<file path="src/rtl/fofb_coef_pkg.sv">
// Shared definitions for the FOFB coefficient write engine: GPIO command codes,
// write-destination codes, status bit positions and small elaboration helpers.
package fofb_coef_pkg;

    localparam int CHUNK_W  = 16;
    localparam int TARGET_W = 3;

    typedef enum logic [3:0] {
        CMD_LATCH_ADDRESS   = 4'h1,
        CMD_LATCH_CHUNK     = 4'h2,
        CMD_WRITE_MATRIX    = 4'h3,
        CMD_WRITE_GAIN      = 4'h4,
        CMD_WRITE_FFB_CLIP  = 4'h5,
        CMD_WRITE_PS_OFFSET = 4'h6,
        CMD_WRITE_PS_CLIP   = 4'h7,
        CMD_FIR_RELOAD      = 4'h8,
        CMD_FIR_CONFIG      = 4'h9,
        CMD_CLEAR_STATUS    = 4'hA
    } cmd_e;

    typedef enum logic [TARGET_W-1:0] {
        TGT_MATRIX     = 3'd0,
        TGT_GAIN       = 3'd1,
        TGT_FFB_CLIP   = 3'd2,
        TGT_PS_OFFSET  = 3'd3,
        TGT_PS_CLIP    = 3'd4,
        TGT_FIR_RELOAD = 3'd5,
        TGT_FIR_CONFIG = 3'd6
    } target_e;

    typedef struct packed {
        logic    is_write;
        target_e target;
    } write_decode_t;

    localparam int ST_DROP_LSB = 0;
    localparam int ST_OVERFLOW = 8;
    localparam int ST_ADDR_ERR = 9;
    localparam int ST_EMPTY    = 10;
    localparam int ST_FULL     = 11;
    localparam int ST_OCC_LSB  = 12;
    localparam int ST_AUTOINC  = 16;

    function automatic int clog2_min1(input int n);
        return (n > 1) ? $clog2(n) : 1;
    endfunction

    function automatic write_decode_t decode_write(input cmd_e cmd);
        write_decode_t d;
        d.is_write = 1'b1;
        d.target   = TGT_MATRIX;
        case (cmd)
            CMD_WRITE_MATRIX:    d.target = TGT_MATRIX;
            CMD_WRITE_GAIN:      d.target = TGT_GAIN;
            CMD_WRITE_FFB_CLIP:  d.target = TGT_FFB_CLIP;
            CMD_WRITE_PS_OFFSET: d.target = TGT_PS_OFFSET;
            CMD_WRITE_PS_CLIP:   d.target = TGT_PS_CLIP;
            CMD_FIR_RELOAD:      d.target = TGT_FIR_RELOAD;
            CMD_FIR_CONFIG:      d.target = TGT_FIR_CONFIG;
            default:             d.is_write = 1'b0;
        endcase
        return d;
    endfunction

endpackage

</file>
<file path="src/rtl/fofb_cmd_fifo.sv">
// First-word-fall-through synchronous FIFO with occupancy count; the head word is
// visible on o_data whenever o_empty is low. DEPTH must be a power of two.
module fofb_cmd_fifo #(
    parameter int WIDTH = 8,
    parameter int DEPTH = 4,
    localparam int AW = $clog2(DEPTH),
    localparam int CW = AW + 1
) (
    input  logic             clk,
    input  logic             rst,
    input  logic             i_push,
    input  logic [WIDTH-1:0] i_data,
    input  logic             i_pop,
    output logic [WIDTH-1:0] o_data,
    output logic             o_empty,
    output logic             o_full,
    output logic [CW-1:0]    o_count
);

    logic [WIDTH-1:0] r_mem [DEPTH];
    logic [AW-1:0]    r_wr_ptr;
    logic [AW-1:0]    r_rd_ptr;
    logic [CW-1:0]    r_count;
    logic             w_pop;
    logic             w_push;

    // A push into a full FIFO is legal only when the head leaves in the same cycle.
    assign w_pop  = i_pop && !o_empty;
    assign w_push = i_push && (!o_full || w_pop);

    // NOTE: storage carries no reset; only pointers and count define validity.
    always_ff @(posedge clk) begin
        if (w_push) begin
            r_mem[r_wr_ptr] <= i_data;
        end
    end

    // NOTE: sequential state uses non-blocking assignments so every flop samples pre-edge values.
    always_ff @(posedge clk or posedge rst) begin
        if (rst) begin
            r_wr_ptr <= '0;
            r_rd_ptr <= '0;
            r_count  <= '0;
        end else begin
            if (w_push) begin
                r_wr_ptr <= r_wr_ptr + AW'(1);
            end
            if (w_pop) begin
                r_rd_ptr <= r_rd_ptr + AW'(1);
            end
            case ({w_push, w_pop})
                2'b10:   r_count <= r_count + CW'(1);
                2'b01:   r_count <= r_count - CW'(1);
                default: r_count <= r_count;
            endcase
        end
    end

    assign o_data  = r_mem[r_rd_ptr];
    assign o_empty = (r_count == '0);
    assign o_full  = (r_count == CW'(DEPTH));
    assign o_count = r_count;

endmodule

</file>
<file path="src/rtl/fofb_coef_write_engine.sv">
// Decodes strobed GPIO commands into addressed coefficient/config writes and queues
// them on a valid/ready port, with address auto-increment and drop accounting.
module fofb_coef_write_engine
    import fofb_coef_pkg::*;
#(
    parameter int RESULT_COUNT      = 32,
    parameter int PLANE_COUNT       = 2,
    parameter int MATRIX_ADDR_WIDTH = 9,
    parameter int COEFFICIENT_WIDTH = 32,
    parameter int CMD_SHIFT         = 28,
    parameter int FIFO_DEPTH        = 4,
    localparam int ROW_W   = clog2_min1(RESULT_COUNT),
    localparam int PLANE_W = clog2_min1(PLANE_COUNT)
) (
    input  logic                         clk,
    input  logic                         rst,
    input  logic                         csrStrobe,
    input  logic [31:0]                  GPIO_OUT,
    output logic [31:0]                  status,
    output logic                         wr_valid,
    input  logic                         wr_ready,
    output logic [2:0]                   wr_target,
    output logic [ROW_W-1:0]             wr_row,
    output logic [PLANE_W-1:0]           wr_plane,
    output logic [MATRIX_ADDR_WIDTH-1:0] wr_column,
    output logic [COEFFICIENT_WIDTH-1:0] wr_data
);

    localparam int CHUNKS    = COEFFICIENT_WIDTH / CHUNK_W;
    // Plane and row fields are one bit wider than stored so out-of-range values are detectable.
    localparam int PLANE_FW  = PLANE_W + 1;
    localparam int ROW_FW    = ROW_W + 1;
    localparam int PLANE_LSB = MATRIX_ADDR_WIDTH;
    localparam int ROW_LSB   = PLANE_LSB + PLANE_FW;
    localparam int ENTRY_W   = TARGET_W + ROW_W + PLANE_W + MATRIX_ADDR_WIDTH + COEFFICIENT_WIDTH;
    localparam int CNT_W     = $clog2(FIFO_DEPTH) + 1;

    logic [ROW_W-1:0]             r_row;
    logic [PLANE_W-1:0]           r_plane;
    logic [MATRIX_ADDR_WIDTH-1:0] r_column;
    logic                         r_autoinc;
    logic [7:0]                   r_drop_count;
    logic                         r_overflow;
    logic                         r_addr_err;

    cmd_e                         w_cmd;
    write_decode_t                w_dec;
    logic [MATRIX_ADDR_WIDTH-1:0] w_lat_column;
    logic [PLANE_FW-1:0]          w_lat_plane;
    logic [ROW_FW-1:0]            w_lat_row;
    logic                         w_addr_ok;
    logic                         w_pop;
    logic                         w_push_req;
    logic                         w_push_accept;
    logic                         w_push_drop;
    logic                         w_advance;
    logic [COEFFICIENT_WIDTH-1:0] w_data;
    logic [ENTRY_W-1:0]           w_push_entry;
    logic [ENTRY_W-1:0]           w_head;
    logic [2:0]                   w_head_target;
    logic                         w_empty;
    logic                         w_full;
    logic [CNT_W-1:0]             w_count;
    logic                         w_unused_gpio;

    assign w_cmd         = cmd_e'(GPIO_OUT[CMD_SHIFT +: 4]);
    assign w_dec         = decode_write(w_cmd);
    assign w_lat_column  = GPIO_OUT[0 +: MATRIX_ADDR_WIDTH];
    assign w_lat_plane   = GPIO_OUT[PLANE_LSB +: PLANE_FW];
    assign w_lat_row     = GPIO_OUT[ROW_LSB +: ROW_FW];
    assign w_addr_ok     = (w_lat_plane < PLANE_FW'(PLANE_COUNT)) && (w_lat_row < ROW_FW'(RESULT_COUNT));
    assign w_unused_gpio = ^GPIO_OUT;

    assign w_pop         = wr_valid && wr_ready;
    assign w_push_req    = csrStrobe && w_dec.is_write;
    assign w_push_accept = w_push_req && (!w_full || w_pop);
    assign w_push_drop   = w_push_req && w_full && !w_pop;
    assign w_advance     = w_push_accept && (w_dec.target == TGT_MATRIX) && r_autoinc;

    always_ff @(posedge clk or posedge rst) begin
        if (rst) begin
            r_row        <= '0;
            r_plane      <= '0;
            r_column     <= '0;
            r_autoinc    <= 1'b0;
            r_drop_count <= '0;
            r_overflow   <= 1'b0;
            r_addr_err   <= 1'b0;
        end else begin
            if (csrStrobe) begin
                case (w_cmd)
                    CMD_LATCH_ADDRESS: begin
                        if (w_addr_ok) begin
                            r_column  <= w_lat_column;
                            r_plane   <= w_lat_plane[PLANE_W-1:0];
                            r_row     <= w_lat_row[ROW_W-1:0];
                            r_autoinc <= GPIO_OUT[CMD_SHIFT-1];
                        end else begin
                            r_addr_err <= 1'b1;
                        end
                    end
                    CMD_CLEAR_STATUS: begin
                        r_drop_count <= '0;
                        r_overflow   <= 1'b0;
                        r_addr_err   <= 1'b0;
                    end
                    default: ;
                endcase
            end

            // Column, then plane, then row form a carry chain, each wrapping at its own limit.
            if (w_advance) begin
                r_column <= r_column + MATRIX_ADDR_WIDTH'(1);
                if (&r_column) begin
                    if (r_plane == PLANE_W'(PLANE_COUNT - 1)) begin
                        r_plane <= '0;
                        r_row   <= (r_row == ROW_W'(RESULT_COUNT - 1)) ? '0 : r_row + ROW_W'(1);
                    end else begin
                        r_plane <= r_plane + PLANE_W'(1);
                    end
                end
            end

            if (w_push_drop) begin
                r_overflow <= 1'b1;
                if (r_drop_count != 8'hFF) begin
                    r_drop_count <= r_drop_count + 8'd1;
                end
            end
        end
    end

    // The upper chunks persist across pushes so consecutive writes can share them.
    generate
        if (CHUNKS > 1) begin : g_chunk_reg
            localparam int CHUNK_REG_W = (CHUNKS - 1) * CHUNK_W;
            logic [CHUNK_REG_W-1:0] r_chunks;

            always_ff @(posedge clk or posedge rst) begin
                if (rst) begin
                    r_chunks <= '0;
                end else if (csrStrobe && (w_cmd == CMD_LATCH_CHUNK)) begin
                    r_chunks <= (r_chunks << CHUNK_W) | CHUNK_REG_W'(GPIO_OUT[CHUNK_W-1:0]);
                end
            end

            assign w_data = {r_chunks, GPIO_OUT[CHUNK_W-1:0]};
        end else begin : g_no_chunk_reg
            assign w_data = GPIO_OUT[CHUNK_W-1:0];
        end
    endgenerate

    assign w_push_entry = {w_dec.target, r_row, r_plane, r_column, w_data};

    fofb_cmd_fifo #(
        .WIDTH (ENTRY_W),
        .DEPTH (FIFO_DEPTH)
    ) u_cmd_fifo (
        .clk     (clk),
        .rst     (rst),
        .i_push  (w_push_accept),
        .i_data  (w_push_entry),
        .i_pop   (w_pop),
        .o_data  (w_head),
        .o_empty (w_empty),
        .o_full  (w_full),
        .o_count (w_count)
    );

    assign {w_head_target, wr_row, wr_plane, wr_column, wr_data} = w_head;
    assign wr_target = w_head_target;
    assign wr_valid  = !w_empty;

    // NOTE: every bit gets a default first so the combinational block cannot infer a latch.
    always_comb begin
        status                       = '0;
        status[ST_DROP_LSB +: 8]     = r_drop_count;
        status[ST_OVERFLOW]          = r_overflow;
        status[ST_ADDR_ERR]          = r_addr_err;
        status[ST_EMPTY]             = w_empty;
        status[ST_FULL]              = w_full;
        status[ST_OCC_LSB +: 4]      = (int'(w_count) > 15) ? 4'hF : 4'(w_count);
        status[ST_AUTOINC]           = r_autoinc;
    end

endmodule

</file>
<file path="config.mk">
export PLATFORM = sky130hd
export DESIGN_NAME = fofb_coef_write_engine
export DESIGN_NICKNAME = d
export VERILOG_FILES = /design/src/rtl/fofb_coef_pkg.sv /design/src/rtl/fofb_cmd_fifo.sv /design/src/rtl/fofb_coef_write_engine.sv
export SDC_FILE = /design/constraint.sdc
export NUM_CORES = 1
export LEC_CHECK = 0
export ABC_AREA = 1
export CAP_MARGIN = 20
export CORE_MARGIN = 1
export CORE_UTILIZATION = 56
export CTS_CLUSTER_DIAMETER = 120
export DETAILED_ROUTE_END_ITERATION = 10
export HOLD_SLACK_MARGIN = 0.06
export PLACE_DENSITY_LB_ADDON = 0.05
export SYNTH_ARGS = -nofsm -noshare
export SYNTH_HDL_FRONTEND = slang
export SYNTH_SLANG_ARGS = --single-unit
</file>
<file path="constraint.sdc">
create_clock -name clk -period 4.9 [get_ports clk]
set_clock_uncertainty 0.05 [all_clocks]
set_input_delay 0.735 -clock clk [delete_from_list [all_inputs] [get_ports clk]]
set_output_delay 0.735 -clock clk [all_outputs]
set_load 0.005 [all_outputs]
</file>
==> results of run 1 <==
==> cell type report <==
cell class / count / area, µm²
well taps: 229 / 287
fillers: 1248 / 5810
flip-flops and latches: 249 / 7230
inverters: 54 / 204
repair buffers: 103 / 1050
clock inverters: 15 / 158
multi-input cells: 513 / 2570
clock buffers: 30 / 644
==> metrics by stage <==
step / utilization [%] / power [mW] / area [µm²]
floorplan: - / 3.95 / 10300
global placement: 63.2 / 4.98 / 11300
detailed placement: 63.2 / 5.05 / 11300
CTS: 67.6 / 6.92 / 12200
global route: 67.6 / 7.26 / 12200
finish: 67.6 / 6.86 / 12200
==> worst paths after layout <==
check / to / slack (ps) / cells after the start
setup / recovery: wr_data[22] / 1220 / 5
hold / removal: r_overflow$_DFFE_PP0P_ / 440 / 2
setup reg to reg: u_cmd_fifo.r_mem[2][38]$_DFFE_PP_ / 2370 / 5
hold reg to reg: r_overflow$_DFFE_PP0P_ / 440 / 2
max in group asynchronous: u_cmd_fifo.r_rd_ptr[0]$_DFFE_PP0P_ / 3450 / 3
min in group asynchronous: r_overflow$_DFFE_PP0P_ / 540 / 2
==> sequential cells by signal (all words and copies together), names as in the netlist, 2 cells and up <==
signal,flops
g_chunk_reg.r_chunks,16
r_column,9
r_drop_count,8
r_row,5
u_cmd_fifo.o_count,3
u_cmd_fifo.r_mem,200
u_cmd_fifo.r_rd_ptr,2
u_cmd_fifo.r_wr_ptr,2
==> layer usage <==
metal | routed length (µm) | track usage, %
met1 | 9360 | 32.1
met3 | 1270 | 4.05
met4 | 414 | 6.96
met2 | 10900 | 42.1
met5 | 0 | 0
==> worst max-delay path, cell delays in order (launching register included) <==
cell and delay [ps]:
dfrtp_2 400, inv_2 470, buf_4 480, o21ai_0 160
o22ai_1 290, clkdlybuf4s50_1 560
==> power breakdown <==
part	total [mW]	switching [mW]	leakage [nW]	internal [mW]
sequential	2.83	0.191	2.45	2.64
clock	1.85	0.759	0.375	1.10
combinational	2.17	1.17	1.70	0.998
==> placed cells by master, fill, tap and decap left out, drive strengths merged, types with 11 or more instances in the layout <==
cell type,netlist,layout
dfrtp,49,49
buf,29,11
inv,53,53
clkbuf,31,30
o21ai,133,133
edfxtp,200,200
nand3,14,14
nand2,114,114
clkdlybuf4s50,0,92
o22ai,52,52
nor2,129,129
conb,1,16
==> cells by family (layout without fill, tap and decap cells) <==
group | Yosys count | after routing
buffers and inverters | 114 | 202
other | 1 | 16
AOI/OAI and AO/OA | 198 | 198
adders and majority gates | 11 | 11
xor gates and xnor gates | 13 | 13
muxes | 1 | 1
and+or+nand+nor | 274 | 274
DFF | 249 | 249
==> qor.txt, run 1 <==
Outcome: completed
Initial core utilization: 57.0%
Post-synth EDFFs: 200
Grt total ovfl: 0
Via density: 5.66
CTS tree: built
Max H-tree Level: 1
Routed Antenna Nets: 0
Pre-CTS setup slack: 1500 ps
Post-Syn Instances: 861
Core region area: 18000 µm²
Cell Pwr Density: 565 nW/µm²
Wire per inst: 18.4 µm
Mux share of post-synthesis cell area: 0.110%
Area Growth Syn to Fin: 18.6%
Placer's final routability congestion estimate: 0.869
Worst reg2reg path startpoint: u_cmd_fifo.o_count[1]$_DFFE_PP0P_
Worst Setup Path Type: flop to output pin
Hold path start: r_overflow$_DFFE_PP0P_
Vias in the first global route: 6618
Setup TNS: 0 ps
Initial antenna violation count: 0
Pleak: 4.53 nW
Commonest cells in the netlist: edfxtp_1, o21ai_0, nor2_1
Synth area leader: edfxtp_1
TritonCTS buffer count: 25
Detailed-route via count: 6747
Main combinational cell family by area after synthesis: simple AND/OR/NAND/NOR gates
Die area: 18800 µm²
Clock transition at path regs: 60 ps
Non-Filler Instances: 1193
Worst hold margin: 435 ps
RSZ-0062 raised after global routing: false
Residual DRC: 0
Final hold vios: 0
Synth Area in Simple Gates: 11.2%
I/O Buffers: 92
Worst Path Arrival: 2890 ps
Fin crit period: 3680 ps
Worst IR drop on VDD: 0.363 mV
Synth top area cells: edfxtp_1, dfrtp_1, o21ai_0
Critical-path maximum fanout: 40
Nets: 993
Slew HR: 33.0%
First DRT Iteration DRCs: 537
IO Count: 119
Die X: 137 µm
Largest net degree at the start of global routing: 103
Hpwl dp: 13300 µm
Total track usage: 24.5%
Final setup fails: 0
Synth top area share: 58.6%
Synthesized area: 10200 µm²
Post-Place Cells: 1148
Initial DRT Pass Iterations: 5
Post-Synth XOR/XNOR Area: 1.11%
Max Cap Viol: 0
Resized cells post-CTS: 0
CTS Hold Bufs: 0
Fraction of layout cells with a size suffix above 1: 7.47%
Hold Path Class: flop to flop
Fin crit share: 75.1%
Chip Height: 137 µm
Predominant post-synthesis flop cell: edfxtp_1
Netlist cell types: 37
First-pass GRT wire length: 34800 µm
Clk Latency, worst-skew pair: 510 ps
Root Driver: clkbuf_16
Achievable Freq: 272 MHz
Asr flop ratio synth: 19.7%
Startpoint class of the critical path: flop
Synth warnings: 0
Synth Area per Inst: 11.9 µm²
CP required: 4120 ps
CTS Sinks: 249
Worst Setup SP: u_cmd_fifo.r_rd_ptr[0]$_DFFE_PP0P_
Setup WS post-layout: 1220 ps
Diode count: 0
Post-CTS Setup Bufs: 0
Slew Limit Fails: 0
Sequential area share after synthesis: 70.6%
Final wirelength: 21900 µm
Compound-Gate Fraction of Synth Area: 10.4%
Cell Rows: 49
Top-count cell post-synth: edfxtp_1
CP endpoint kind: output pin
Seq cells post-synth: 249
Synth Area in Adders: 1.42%
Worst slew pin tran: 1010 ps
Clk buf depth: 3
(Power assumes the default switching activity.)
==> inputs of run 2 (changes only) <==
==> constraint.sdc (replaced) <==
create_clock -name clk -period 3.5 [get_ports clk]
set_clock_uncertainty 0.05 [all_clocks]
set_input_delay 0.525 -clock clk [delete_from_list [all_inputs] [get_ports clk]]
set_output_delay 0.525 -clock clk [all_outputs]
set_load 0.005 [all_outputs]
==> qor.txt, run 2 (synthesis gave the netlist of run 1 again) <==
Outcome: completed
Initial core utilization: 57.0%
Total track usage: 24.7%
Sequential share of power: 41.6%
Core region area: 18000 µm²
Buffers plus inverters on the worst setup path: 2
Largest register FFs: 200
CP max stage delay: 740 ps
CTS tree: built
Die X: 137 µm
Worst IR drop on VDD: 0.446 mV
Clock power share: 26.3%
Via density: 5.63
Slew HR: 53.3%
Commonest cells after routing, fill and taps aside: edfxtp_1, o21ai_0, nor2_1
Worst Path Arrival: 2630 ps
Wire per inst: 18.6 µm
Logic pwr share: 32.1%
First DRT Iteration DRCs: 437
Int Power: 6.61 mW
Root Driver: clkbuf_16
Initial antenna violation count: 0
Chip Height: 137 µm
Largest net degree at the start of global routing: 103
Worst slew pin tran: 699 ps
Hold Path Class: flop to flop
Max H-tree Level: 1
Critical-path maximum fanout: 21
CP top delay family: buffers and inverters
RSZ-0062 raised after global routing: false
Grt total ovfl: 0
Die area: 18800 µm²
Largest register by flop count: u_cmd_fifo.r_mem
Max Cap Viol: 0
Cell Rows: 49
CTS Sinks: 249
Clock transition at path regs: 60 ps
Placer's final routability congestion estimate: 0.852
Final setup fails: 0
Fraction of layout cells with a size suffix above 1: 7.82%
First-pass GRT wire length: 34800 µm
Final hold vios: 0
CP required: 2920 ps
Diode count: 0
Setup TNS: 0 ps
Worst path cell trace: buf_4 -> o21ai_0 -> o22ai_1 -> clkdlybuf4s50_1
Initial DRT Pass Iterations: 5
Vias in the first global route: 6623
IO Count: 119
Net Sw Frac: 31.3%
Slew Limit Fails: 0
Setup WS post-layout: 293 ps
CP max-delay cell: dfrtp_1
Worst Setup Path Type: flop to output pin
Pre-CTS setup slack: 811 ps
Hpwl dp: 13500 µm
Clk buf depth: 3
Clk Latency, worst-skew pair: 510 ps
Commonest non-fill, non-tap cell in the layout: edfxtp_1
Largest regs: u_cmd_fifo.r_mem x200, g_chunk_reg.r_chunks x16, r_column x9
Nets: 1000
Area Growth Syn to Fin: 19.1%
TritonCTS buffer count: 25
Routed Antenna Nets: 0
Achievable Freq: 312 MHz
Fin crit share: 91.6%
Detailed-route via count: 6767
CP endpoint kind: output pin
Post-CTS Setup Bufs: 0
Final wirelength: 22300 µm
Cell Pwr Density: 789 nW/µm²
Residual DRC: 0
CTS Hold Bufs: 0
Total power: 9.63 mW
Startpoint class of the critical path: flop
Pleak: 4.58 nW
Resized cells post-CTS: 0
Fin crit period: 3210 ps
Sw Pwr: 3.01 mW
I/O Buffers: 92
## run 2: cell types whose count changed in the layout (fill, tap and decap cells not counted), sizes merged
cell      delta
buf          +7
bufinv       -1
clkbuf       +2
clkinv       +3
clkinvlp     -5
inv          +2
## run 2: layer usage
layer  vias up  GRT usage, %  share of wire, %
li1       3189             -                 -
met1      3286          32.4                42
met2       245          42.3                49
met3        47          3.68               6.0
met4         0          8.73               2.8
met5         -             0                 0
## run 2: final cells by class
class                      instances  area [µm²]
clock buffer                      32         652
clock inverter                    14         123
fill                            1269        5760
inverter                          54         204
multi-input combinational        513        2570
sequential                       249        7230
tap                              229         287
timing repair buffer             110        1130
## run 2: power by group through the flow
stage	logic (mW)	registers [mW]	clock network (mW)
CTS	3.13	4.00	2.58
global route	3.43	4.04	2.70
global placement	3.02	4.03	0
finish	3.09	4.00	2.54
detailed placement	3.11	4.05	0
floorplan	1.58	3.95	0
## run 2: final timing paths
path | slack [ps] | startpoint | cells after the start | to
min in group asynchronous | 450 | rst | 3 | r_drop_count[6]$_DFF_PP0_
setup / recovery | 290 | u_cmd_fifo.r_rd_ptr[1]$_DFFE_PP0P_ | 4 | wr_data[22]
setup reg to reg | 1370 | r_column[0]$_DFFE_PP0P_ | 9 | r_plane$_DFF_PP0_
max in group asynchronous | 2450 | rst | 3 | u_cmd_fifo.r_rd_ptr[0]$_DFFE_PP0P_
hold / removal | 440 | r_overflow$_DFFE_PP0P_ | 2 | r_overflow$_DFFE_PP0P_
hold reg to reg | 440 | r_overflow$_DFFE_PP0P_ | 2 | r_overflow$_DFFE_PP0P_
## run 2: stage by stage
stage,hold WS (ps),instance area (µm²),std cells,utilization [%]
3_5_place_dp,415,11400,1155,63.6
3_3_place_gp,423,11400,1155,63.6
6_report,438,12200,1201,67.9
4_1_cts,441,12200,1201,67.9
5_1_grt,491,12200,1201,67.9
2_1_floorplan,401,10300,876,-
## run 2: worst register-to-register path, stage by stage (launching register included)
cell and delay (ps):
dfrtp_1 480, ha_1 240, nand3_1 150, nor4_1 220, ha_1 400, inv_1 90, or2_2 280, nand2_1 60
nand2_1 40, nand2_1 60
